**config.mk**
```make
export PLATFORM = sky130hd
export DESIGN_NAME = char_normalizer
export DESIGN_NICKNAME = d
export VERILOG_FILES = /design/src/rtl/char_normalizer_pkg.sv /design/src/rtl/char_fifo.sv /design/src/rtl/char_normalizer.sv
export SDC_FILE = /design/constraint.sdc
export NUM_CORES = 1
export LEC_CHECK = 0
export ABC_AREA = 1
export CAP_MARGIN = 10
export CELL_PAD_IN_SITES_DETAIL_PLACEMENT = 1
export CELL_PAD_IN_SITES_GLOBAL_PLACEMENT = 2
export CORE_UTILIZATION = 30
export CTS_CLUSTER_SIZE = 14
export DETAILED_ROUTE_END_ITERATION = 10
export GPL_ROUTABILITY_DRIVEN = 1
export GPL_TIMING_DRIVEN = 1
export HOLD_SLACK_MARGIN = 0.08
export PLACE_DENSITY = 0.72
export SLEW_MARGIN = 5
export SYNTH_ARGS = -nofsm -noshare
export SYNTH_HDL_FRONTEND = slang
export SYNTH_SLANG_ARGS = --single-unit
```
**constraint.sdc**
```tcl
create_clock -name clk -period 1.9 [get_ports clk]
set_clock_uncertainty 0.05 [all_clocks]
set_input_delay 0.19 -clock clk [delete_from_list [all_inputs] [get_ports clk]]
set_output_delay 0.19 -clock clk [all_outputs]
set_load 0.03 [all_outputs]
```
**src/rtl/char_normalizer_pkg.sv**
```systemverilog
// rtl/char_normalizer_pkg.sv - shared types, ASCII constants and classifier for char_normalizer
package char_normalizer_pkg;

   typedef enum logic {
      GAP  = 1'b0,
      WORD = 1'b1
   } norm_state_t;

   typedef enum logic [1:0] {
      CLS_SEP    = 2'd0,
      CLS_LETTER = 2'd1,
      CLS_PRINT  = 2'd2,
      CLS_JUNK   = 2'd3
   } char_class_t;

   localparam logic [7:0] SPACE       = 8'h20;
   localparam logic [7:0] TAB         = 8'h09;
   localparam logic [7:0] LF          = 8'h0A;
   localparam logic [7:0] CR          = 8'h0D;
   localparam logic [7:0] CHAR_A      = 8'h41;
   localparam logic [7:0] CHAR_Z      = 8'h5A;
   localparam logic [7:0] CASE_OFFSET = 8'h20;
   localparam logic [7:0] PRINT_LO    = 8'h21;
   localparam logic [7:0] PRINT_HI    = 8'h7E;

   localparam int DEFAULT_FIFO_DEPTH = 4;

   function automatic char_class_t classify(input logic [7:0] c);
      if (c == SPACE || c == TAB || c == LF || c == CR)
         return CLS_SEP;
      else if (c >= CHAR_A && c <= CHAR_Z)
         return CLS_LETTER;
      else if (c >= PRINT_LO && c <= PRINT_HI)
         return CLS_PRINT;
      else
         return CLS_JUNK;
   endfunction

endpackage

```
**src/rtl/char_fifo.sv**
```systemverilog
// rtl/char_fifo.sv - synchronous FIFO with push/pop/full/empty/count; storage is not reset
module char_fifo #(
   parameter int DEPTH = 4,
   parameter int WIDTH = 8
) (
   input  logic                     clk,
   input  logic                     reset,
   input  logic                     push,
   input  logic [WIDTH-1:0]         push_data,
   input  logic                     pop,
   output logic [WIDTH-1:0]         pop_data,
   output logic                     full,
   output logic                     empty,
   output logic [$clog2(DEPTH):0]   count
);

   localparam int AW = $clog2(DEPTH);

   logic [WIDTH-1:0] mem [DEPTH];
   logic [AW-1:0]    wr_ptr;
   logic [AW-1:0]    rd_ptr;
   logic [AW:0]      cnt;
   logic             do_push;
   logic             do_pop;

   assign full     = (cnt == (AW+1)'(DEPTH));
   assign empty    = (cnt == '0);
   assign count    = cnt;
   assign pop_data = mem[rd_ptr];
   assign do_push  = push & ~full;
   assign do_pop   = pop & ~empty;

   always_ff @(posedge clk) begin
      if (do_push)
         mem[wr_ptr] <= push_data;
   end

   // DEPTH is a power of two, so the pointers wrap naturally
   always_ff @(posedge clk or posedge reset) begin
      if (reset) begin
         wr_ptr <= '0;
         rd_ptr <= '0;
         cnt    <= '0;
      end else begin
         if (do_push)
            wr_ptr <= wr_ptr + 1'b1;
         if (do_pop)
            rd_ptr <= rd_ptr + 1'b1;
         case ({do_push, do_pop})
            2'b10:   cnt <= cnt + 1'b1;
            2'b01:   cnt <= cnt - 1'b1;
            default: cnt <= cnt;
         endcase
      end
   end

endmodule

```
**src/rtl/char_normalizer.sv**
```systemverilog
// rtl/char_normalizer.sv - lowercases letters, drops junk, collapses separator runs to one space, counts words
module char_normalizer
   import char_normalizer_pkg::*;
#(
   parameter int FIFO_DEPTH = DEFAULT_FIFO_DEPTH
) (
   input  logic        clk,
   input  logic        reset,
   input  logic [7:0]  in_char,
   input  logic        in_valid,
   output logic        in_ready,
   output logic [7:0]  out_char,
   output logic        out_valid,
   input  logic        out_ready,
   output logic [15:0] word_count
);

   localparam int CW = $clog2(FIFO_DEPTH) + 1;

   norm_state_t     state_q, state_d;
   logic [15:0]     wcnt_q, wcnt_d;
   logic            accept;
   logic            push;
   logic            pop;
   logic [7:0]      push_data;
   logic [7:0]      mapped;
   char_class_t     cls;
   logic            fifo_full;
   logic            fifo_empty;
   logic [CW-1:0]   fifo_count;

   assign in_ready   = (fifo_count < CW'(FIFO_DEPTH));
   assign out_valid  = (fifo_count != '0);
   assign accept     = in_valid & in_ready;
   assign pop        = out_ready & ~fifo_empty;
   assign cls        = classify(in_char);
   assign mapped     = (cls == CLS_LETTER) ? (in_char + CASE_OFFSET) : in_char;
   assign word_count = wcnt_q;

   always_comb begin
      state_d   = state_q;
      wcnt_d    = wcnt_q;
      push      = 1'b0;
      push_data = mapped;
      // cls is only trusted when accept is high, so X on an idle bus is harmless
      if (accept && !fifo_full) begin
         case (state_q)
            GAP: begin
               if (cls == CLS_LETTER || cls == CLS_PRINT) begin
                  push    = 1'b1;
                  state_d = WORD;
                  if (wcnt_q != 16'hFFFF)
                     wcnt_d = wcnt_q + 16'd1;
               end
            end
            WORD: begin
               if (cls == CLS_LETTER || cls == CLS_PRINT) begin
                  push = 1'b1;
               end else if (cls == CLS_SEP) begin
                  push      = 1'b1;
                  push_data = SPACE;
                  state_d   = GAP;
               end
            end
            default: state_d = GAP;
         endcase
      end
   end

   always_ff @(posedge clk or posedge reset) begin
      if (reset) begin
         state_q <= GAP;
         wcnt_q  <= '0;
      end else begin
         state_q <= state_d;
         wcnt_q  <= wcnt_d;
      end
   end

   char_fifo #(
      .DEPTH (FIFO_DEPTH),
      .WIDTH (8)
   ) u_fifo (
      .clk       (clk),
      .reset     (reset),
      .push      (push),
      .push_data (push_data),
      .pop       (pop),
      .pop_data  (out_char),
      .full      (fifo_full),
      .empty     (fifo_empty),
      .count     (fifo_count)
   );

endmodule

```
* Word-level counts from Yosys, hierarchy flattened
Memories as Yosys holds them, arrays and structs flattened.
Index checks and enable logic that the tools add are counted.
** Word-level totals
- Register bits :: 24
- RAM bits :: 32
- Bits of input ports :: 12
- Output and inout bits :: 26
- Word-level logic and storage cells :: 66
- Memories :: 1
** Memory list
- u_fifo.mem :: words 4, width 8, rd ports 1, clocked after Yosys merged registers in 0, write ports 1, RTL line char_fifo.sv:19 : logic [WIDTH-1:0] mem [DEPTH];
** Cells by class
- Add/subtract/negate cells :: 6
- $lt $le $gt $ge :: 5
- Equality and inequality tests :: 10
- Muxes and demuxes :: 19
- Bitwise operators :: 7
- Reduce and logical (&&, ||, !) cells :: 13
** Operators with widths (count)
- $mux 8 :: 5
- $eq 8x4->1 const B :: 3
- $add 16x1->16 const B :: 1
- $le 8x7->1 const B :: 2
- $ne 16x16->1 const B :: 1
- $mux 1 :: 9
- $add 8x6->8 const B :: 1
- $eq 8x6->1 const B :: 1
- $ge 8x6->1 const B :: 1
- $ge 8x7->1 const B :: 1
- $pmux 3 s2 :: 1
- $add 2x1->2 const B :: 2
- $and 1x1->1 :: 4
- $eq 2x1->1 const B :: 2
- $eq 2x2->1 const B :: 2
- $logic_or 1x1->1 :: 4
- $mux 2 :: 2
- $pmux 1 s2 :: 2
- $reduce_and 4->1 :: 1
- $add 3x1->3 const B :: 1
- $eq 3x3->1 const B :: 1
- $logic_and 1x1->1 :: 3
- $logic_not 3->1 :: 1
- $lt 3x3->1 const B :: 1
- 6 further kinds :: 8

* Depth between registers and ports, before layout
Gate-level depths: netlist (run 1).
- Depth in word-level cells :: 13
- Depth in mapped cells :: 17
- Gate-level depth less buffers :: 17

* Cells and area by module
A second synthesis (run 1) with hierarchy kept.
** Unflattened totals
- Cell total of the unflattened synthesis :: 379
- Area total of the unflattened synthesis :: 3161.8 sq um
** By module, submodules not included
- char_fifo :: times used 1, cells each 155, area each 1755.4 sq um
- char_normalizer :: times used 1, cells each 224, area each 1406.3 sq um

* Worst setup path after synthesis (run 1)
No wires, ideal clock.
- Kind :: input -> register
- Start :: in in_char[5]
- End :: reg u_fifo.cnt[2], in the netlist u_fifo.count[2]
- Library setup time :: 0.131 ns
- Arrival :: 2.388 ns
- Required time :: 1.719 ns
- Path slack :: -0.669 ns
- Stages :: 15
- Buffers on the path :: 1
- Path through :: clkbuf_1 -> nor3_1 -> nand3_1 -> nand3_1 -> nand2_1 -> ha_1 -> nand2_1 -> o21ai_0 -> nand2_1 -> ha_1 -> inv_1 -> fa_1 -> a21oi_1 -> o21ai_0 -> xor2_1
** On the way
- Longest elaborated chain between the ends :: 13
- Elaborated cells between the ends (all ways) :: 30
- Classes of those cells :: order compare: 4; eq/ne: 8; mux: 9; bitwise: 1; reduce/logical: 8
** Ends and longest elaborated chain
- start, declared :: RTL line char_normalizer.sv:9 : input logic [7:0] in_char,
- $ge 8x6->1 (tied with other cells) :: RTL line char_normalizer_pkg.sv:33 : else if (c >= PRINT_LO && c <= PRINT_HI)
- $logic_and 1x1->1 or $logic_or 1x1->1 (tied branches) :: RTL line char_normalizer_pkg.sv:33, char_normalizer_pkg.sv:29
- $mux 1 or $logic_or 1x1->1 (tied branches) :: RTL line char_normalizer_pkg.sv:33, char_normalizer_pkg.sv:29
- $mux 2 or $logic_or 1x1->1 (tied branches) :: RTL line char_normalizer_pkg.sv:31, char_normalizer_pkg.sv:29
- $mux 2 * :: RTL line char_normalizer_pkg.sv:29 : if (c == SPACE || c == TAB || c == LF || c == CR)
- $logic_not 2->1 (tied with other cells) :: RTL line char_normalizer.sv:59 : end else if (cls == CLS_SEP) begin
- $mux 1 or $logic_or 1x1->1 (tied branches) :: RTL line char_normalizer.sv:59, char_normalizer.sv:49, char_normalizer.sv:57
- $mux 1, on equally long branches :: RTL line char_normalizer.sv:57, char_normalizer.sv:49
- $pmux 1 s2 * :: RTL line char_normalizer.sv:47 : case (state_q)
- $mux 1 * :: RTL line char_normalizer.sv:46 : if (accept && !fifo_full) begin
- $and 1x1->1 * :: RTL line char_fifo.sv:30 : assign do_push = push & ~full;
- $eq 2x1->1 or $eq 2x2->1 (tied branches) :: RTL line char_fifo.sv:49 : case ({do_push, do_pop})
- $pmux 3 s2 or $reduce_bool 2->1 (tied branches)
- end signal, assigned :: RTL line char_fifo.sv:50 : 2'b10: cnt <= cnt + 1'b1;
- end signal, assigned :: RTL line char_fifo.sv:51 : 2'b01: cnt <= cnt - 1'b1;
- end signal, assigned :: RTL line char_fifo.sv:52 : default: cnt <= cnt;
- end, declared :: RTL line char_fifo.sv:22 : logic [AW:0] cnt;
Every way passes the cells marked *; elsewhere a longest branch is shown, timed or not.
A chain may end at the register's enable or synchronous reset.

* Worst setup path after layout (run 1)
Same ends and word-level chain as after synthesis.

==> results of run 1 <==
## routing by layer
layer,wire [µm],GRT usage [%],vias to the layer above
met4,76,3.63,0
li1,-,-,1246
met2,3910,29.4,25
met5,0,0,-
met1,3740,19.4,1182
met3,149,2.53,6
## through the flow
step	instance area, µm²	std cells	hold WS (ns)	setup WS, ns
floorplan	3030	338	0.155	-0.467
global placement	3730	532	0.411	-1.05
detailed placement	3730	532	0.425	-1.09
CTS	3970	548	0.178	-0.234
global route	4180	550	0.228	-0.351
finish	4180	550	0.163	-0.205
## sequential cells by signal (all words and copies together), names as in the netlist
name           cells
u_fifo.count       3
u_fifo.mem        32
word_count        16
state_q            1
u_fifo.rd_ptr      2
u_fifo.wr_ptr      2
## logic make-up after synthesis
| family | share of synthesized area [%] |
|---|---|
| AND/OR/NAND/NOR | 23.7 |
| flip-flops | 52.2 |
| buffers and inverters | 6.61 |
| AO/OA/AOI/OAI | 8.08 |
| XOR/XNOR | 4.10 |
| adder cells (fa/ha/maj) | 5.27 |
## synthesized netlist by cell type (all sizes together)
master,number
nand2,87
nor2,56
inv,41
edfxtp,32
o21ai,29
dfrtp,24
nand3,15
xor2,12
ha,11
o22ai,8
nand4,7
buf,5
a21oi,4
clkbuf,2
nor3,2
xnor2,2
fa,1
## what timing repair did
action	in CTS	in global routing
pin swaps	26	24
setup endpoints to repair	88	78
gates resized for setup	71	47
setup buffers	9	4
cloned	0	1
## worst max path at each step
stage / slack (ns) / endpoint / start
3_3_place_gp: -1.05 / u_fifo.count[2] / in_char[5]
5_1_grt: -0.35 / u_fifo.count[2] / in_char[6]
2_1_floorplan: -0.47 / u_fifo.count[2] / in_char[5]
6_report: -0.21 / u_fifo.count[2] / in_char[5]
4_1_cts: -0.23 / u_fifo.count[2] / in_char[6]
3_5_place_dp: -1.09 / u_fifo.count[2] / in_char[1]
## critical path, cell delays in order
cell and delay (ns):
buf_8 0.11, buf_8 0.13, nor3_4 0.17, nand3_2 0.13, buf_6 0.15, nand2_4 0.08, ha_4 0.21, nand2_4 0.06
o21ai_2 0.06, nand2_2 0.10, ha_4 0.15, inv_4 0.03, fa_2 0.36, a21oi_2 0.12, o21ai_1 0.08, xor2_1 0.14
## cells in the final DEF, fill, tap and decap left out, types with 2 or more instances in the layout
master / netlist / final
dfrtp_1: 24 / 24
nor2_4: 1 / 6
o22ai_1: 8 / 8
xor2_1: 12 / 12
inv_2: 3 / 9
buf_2: 2 / 4
o21ai_2: 7 / 9
nand4_1: 7 / 7
o21ai_0: 22 / 18
xnor2_1: 2 / 2
a21oi_2: 0 / 2
ha_4: 0 / 4
edfxtp_1: 32 / 32
clkdlybuf4s50_1: 0 / 21
nand2_2: 7 / 11
inv_1: 38 / 26
buf_12: 0 / 3
buf_8: 0 / 2
nor2_1: 53 / 39
inv_6: 0 / 2
buf_6: 2 / 10
inv_4: 0 / 4
nor2_2: 2 / 11
nand2_1: 79 / 71
nand3_1: 14 / 10
ha_1: 11 / 7
nand2_4: 1 / 5
o21ai_1: 0 / 2
clkbuf_8: 0 / 5
buf_4: 0 / 36
nor3_4: 0 / 2
nand3_2: 1 / 5
## report_power, final
group | leakage (nW) | internal [mW] | switching (mW) | total [mW]
registers | 0.593 | 1.53 | 0.252 | 1.78
logic | 1.10 | 1.01 | 1.49 | 2.50
clock network | 0.0485 | 0.266 | 0.423 | 0.689
## area by class of cell
type                    instances  area [µm²]
fillers                      1140        5550
multi-input cells             234        1450
flip-flops and latches         56        1560
inverters                      41         173
clock inverters                 3        22.5
well taps                     133         166
clock buffers                   5        68.8
repair buffers                 78         736
==> impl_results.md, run 1 <==
- RR Endpoint: u_fifo.count[2]
- DR DRC count: 0
- Share of the synthesized area in the top cell type: 32.1%
- Largest area contributor in the netlist: edfxtp_1
- Worst skew pair latency: 0.32 ns
- CP Data Arrival Time: 2.26 ns
- Root Driver: clkbuf_8
- Synth Net Count: 362
- Longest Clk Path Bufs: 2
- FMAX: 475 MHz
- H-tree depth: 2
- Max_cap viols: 0
- CP endpoint kind: register
- Number of global-route vias before repair: 2581
- Power Total: 4.97 mW
- Post-DR vias/cell: 4.47
- Clock sinks: 56
- FF-to-FF Start: u_fifo.count[0]
- Syn Inst Count: 338
- Reg clk slew, reported paths: 0.12 ns
- Hpwl dp: 5610 µm
- CP startpoint kind: input pin
- Core area: 9730 µm²
- Post-DRT Antenna Nets: 0
- Worst EP required: 2.05 ns
- Die Y: 102 µm
- PortBufs: 37
- Layout cell share with drive strength beyond 1: 32.9%
- Drt total wl: 7880 µm
- Post-CTS Hold Buffers: 0
- Tightest Hold Check Type: in2async
- Initial antenna violation count: 0
- Util after Layout: 43.0%
- CTS tree: yes
- RePlAce Congestion: 0.782
- Routed length per instance: 14.3 µm
- Initial Utilization: 30.7%
- Distinct cells, synth: 26
- Antenna diodes: 0
- P per Cell Area: 1190 nW/µm²
- Critical path class: in2reg
- Slew HR: 70.4%
- First-pass GRT wire length: 12600 µm
- Failing checks: setup timing
- Area Growth Syn to Fin: 39.8%
- Status: finished with violations
- Num CTS Buffers: 5
- Final Hold Viols: 0
- Largest net degree at the start of global routing: 25
- Die Area: 10400 µm²
- Total GRT Usage: 15.9%
- Maximum vdd drop: 0.000470 V
- Min Clock Period, post-route: 2.11 ns
- I/O pins: 38
- Synth top area cells: edfxtp_1 32%, dfrtp_1 20%, nand2_1 9.9%
- Total congestion overflow: 0
- Least-Margin Pin Slew: 0.442 ns
- Yosys warns: 0
- Worst R2R Setup Slack: 0.06 ns
- Final Max Tran Viols: 0
- Mapped cell area: 2990 µm²
- Crit path max fanout: 6
- Vias post-DR: 2459
- Yosys reg bits: 56
- Unrepaired setup endpoints after global routing: true
- Setup TNS Final: -1.27 ns
- Setup WS post-layout: -0.205 ns
- Static leakage: 1.74 nW
- Rows: 36
- Final Cycle Share: 111%
- Seq/Total Area, Yosys: 52.2%
- DRT iter0 DRCs: 63
- Final nets: 440
- Setup violators final: 34
- DR pass1 iterations: 4
- Die span in x: 102 µm
- Avg Inst Size Synth: 8.84 µm²
- Reg2Reg Depth: 10
Note: power is estimated with default switching activity, not from simulation.
==> run 2, diff against run 1 <==
--- a/config.mk
+++ b/config.mk
@@ -6,7 +6,7 @@
 export NUM_CORES = 1
 export LEC_CHECK = 0
 export ABC_AREA = 1
-export CAP_MARGIN = 10
+export CAP_MARGIN = 30
 export CELL_PAD_IN_SITES_DETAIL_PLACEMENT = 1
 export CELL_PAD_IN_SITES_GLOBAL_PLACEMENT = 2
 export CORE_UTILIZATION = 30
==> constraint.sdc (replaced) <==
create_clock -name clk -period 1.8 [get_ports clk]
set_clock_uncertainty 0.05 [all_clocks]
set_input_delay 0.18 -clock clk [delete_from_list [all_inputs] [get_ports clk]]
set_output_delay 0.18 -clock clk [all_outputs]
set_load 0.03 [all_outputs]
==> run 2 against run 1 <==
  * The run still ends with setup timing left
  * Sequential power grew 4%
  * Sequential share of layout area down 2.3 points
  * Critical endpoint unchanged
  * Critical path type unchanged
  * Via count grew 3.8%
  * Critical path depth fell by 1
  * Die area stayed put
  * Hold slack better by 0.0084 ns
  * Utilization up 2.8 points
==> impl_results.md, run 2 (synthesized netlist as in run 1, its figures left out) <==
- Status: finished with violations (unchanged)
- Failing checks: setup timing (unchanged)
- Hpwl dp: 5620 µm (was 5610 µm)
- Root Driver: clkbuf_8 (unchanged)
- Final Non-Filler Cells: 562 (was 550)
- Static leakage: 1.84 nW (was 1.74 nW)
- Largest reg by FF count: u_fifo.mem (unchanged)
- Least-Margin Pin Slew: 0.415 ns (was 0.442 ns)
- Slowest stage cell, crit path: fa_2 (unchanged)
- I/O pins: 38 (unchanged)
- Final Max Tran Viols: 0 (unchanged)
- Drt total wl: 8160 µm (was 7880 µm)
- Critical path class: in2reg (unchanged)
- FMAX: 471 MHz
- Tightest Hold Check Type: in2async (unchanged)
- Clock sinks: 56 (unchanged)
- DR pass1 iterations: 4 (unchanged)
- Worst path cell trace: buf_4 -> buf_4 -> nor3_2 -> a21oi_4 -> nand2_4 -> ha_4 -> nand2_4 -> o21ai_2 -> nand2_2 -> ha_4 -> inv_4 -> fa_2 -> a21oi_2 -> o21ai_2 -> xor2_1 (was buf_8 -> buf_8 -> nor3_4 -> nand3_2 -> buf_6 -> nand2_4 -> ha_4 -> nand2_4 -> o21ai_2 -> nand2_2 -> ha_4 -> inv_4 -> fa_2 -> a21oi_2 -> o21ai_1 -> xor2_1)
- Setup violators final: 46 (was 34)
- Final Hold Viols: 0 (unchanged)
- Commonest non-fill, non-tap cell in the layout: nand2_1 (unchanged)
- Routed length per instance: 14.5 µm (was 14.3 µm)
- CP delay by family, top: adder cells (unchanged)
- Initial Utilization: 30.7% (unchanged)
- Largest net degree at the start of global routing: 25 (unchanged)
- Most frequent cells in the layout: 67 x nand2_1, 43 x buf_4, 37 x nor2_1 (was 71 x nand2_1, 39 x nor2_1, 36 x buf_4)
- Core area: 9730 µm² (unchanged)
- Fill cells: 1109 (was 1140)
- RePlAce Congestion: 0.760 (was 0.782)
- Min Clock Period, post-route: 2.12 ns
- Total GRT Usage: 15.6% (was 15.9%)
- CP startpoint kind: input pin (unchanged)
- Num CTS Buffers: 5 (unchanged)
- CP Data Arrival Time: 2.27 ns (was 2.26 ns)
- PortBufs: 37 (unchanged)
- Die span in x: 102 µm (unchanged)
- Maximum vdd drop: 0.000473 V (was 0.000470 V)
- Placed cell areas: 3790 µm² (was 3730 µm²)
- Number of global-route vias before repair: 2615 (was 2581)
- Layout cell share with drive strength beyond 1: 37.8% (was 32.9%)
- Total congestion overflow: 0 (unchanged)
- Area Growth Syn to Fin: 49.1% (was 39.8%)
- H-tree depth: 2 (unchanged)
- Slew HR: 72.2% (was 70.4%)
- Vias post-DR: 2552 (was 2459)
- DP Cell Count: 537 (was 532)
- Unrepaired setup endpoints after global routing: true (unchanged)
- Fin area: 4460 µm² (was 4180 µm²)
- Worst skew pair latency: 0.31 ns (was 0.32 ns)
- Crit path max fanout: 3 (was 6)
- Area taken by multi-input logic gates: 1570 µm² (was 1450 µm²)
- Reg clk slew, reported paths: 0.10 ns (was 0.12 ns)
- Max FFs per register: 32 (unchanged)
- CP endpoint kind: register (unchanged)
- Post-DR vias/cell: 4.54 (was 4.47)
- Die Area: 10400 µm² (unchanged)
- P per Cell Area: 1220 nW/µm² (was 1190 nW/µm²)
- Util after Layout: 45.8% (was 43.0%)
- Reg area: 1560 µm² (unchanged)
- Max_cap viols: 0 (unchanged)
- Rows: 36 (unchanged)
- Initial antenna violation count: 0 (unchanged)
- Buf+Inv Stages, Crit Path: 3 (was 4)
- CTS tree: yes (unchanged)
- Longest Clk Path Bufs: 2 (unchanged)
- Setup WS post-layout: -0.322 ns (was -0.205 ns)
- Die Y: 102 µm (unchanged)
- DRT iter0 DRCs: 67 (was 63)
- First-pass GRT wire length: 12500 µm (was 12600 µm)
- Final nets: 452 (was 440)
- Hold slack: 0.172 ns (was 0.163 ns)
- DR DRC count: 0 (unchanged)
- Antenna diodes: 0 (unchanged)
- Crit path largest cell delay: 0.38 ns (was 0.36 ns)
- Post-DRT Antenna Nets: 0 (unchanged)
- Final Cycle Share: 118%
- Worst EP required: 1.95 ns (was 2.05 ns)
[run 2: final timing paths]
kind                       cells after the start                to       startpoint  slack (ns)
max in group asynchronous                      3    word_count[15]            reset        1.27
setup reg to reg                              10   u_fifo.count[2]  u_fifo.count[1]       -0.03
min in group clk                               4  u_fifo.mem[3][1]       in_char[1]        0.30
setup / recovery                              15   u_fifo.count[2]       in_char[4]       -0.32
hold / removal                                 3   u_fifo.count[1]            reset        0.17
hold reg to reg                                1   u_fifo.count[0]  u_fifo.count[0]        0.44
[run 2: per-layer routing]
layer | global-route usage, % | wire [µm] | vias up
met2 | 28.1 | 4430 | 26
met1 | 20.1 | 3550 | 1249
li1 | - | - | 1271
met3 | 2.33 | 126 | 6
met5 | 0 | 0 | -
met4 | 3.08 | 51 | 0
[run 2: what timing repair did]
item                                    4_1_cts  5_1_grt
pin swaps                                    23       25
endpoints found under the setup margin       96       86
gates cloned                                  0        2
hold buffers                                  0        0
setup buffers                                10        6
gates resized for setup                      85       73
[run 2: through the flow]
stage	setup TNS, ns	total power [mW]	worst slack (ns)
floorplan	-10.74	3.39	-0.534
global placement	-67.38	4.33	-1.11
detailed placement	-70.54	4.41	-1.17
CTS	-3.49	5.31	-0.347
global route	-12.08	5.84	-0.436
finish	-6.22	5.45	-0.322
[run 2: layout make-up]
cell class / instances / share of cell area [%]
Inverter: 41 / 3.93
Clock inverter: 3 / 0.534
Clock buffer: 5 / 1.54
Multi-Input combinational cell: 234 / 35.2
Sequential cell: 56 / 35.0
Timing Repair Buffer: 90 / 20.0
Tap cell: 133 / 3.73
[run 2: power breakdown]
group	total [mW]	internal [mW]	switching, mW
clock network	0.706	0.277	0.429
registers	1.85	1.61	0.243
logic	2.89	1.23	1.67
total	5.45	3.12	2.34
[run 2: worst min-delay path: stages]
cell and delay (ns):
clkdlybuf4s50_1 0.39, inv_1 0.05, buf_4 0.32
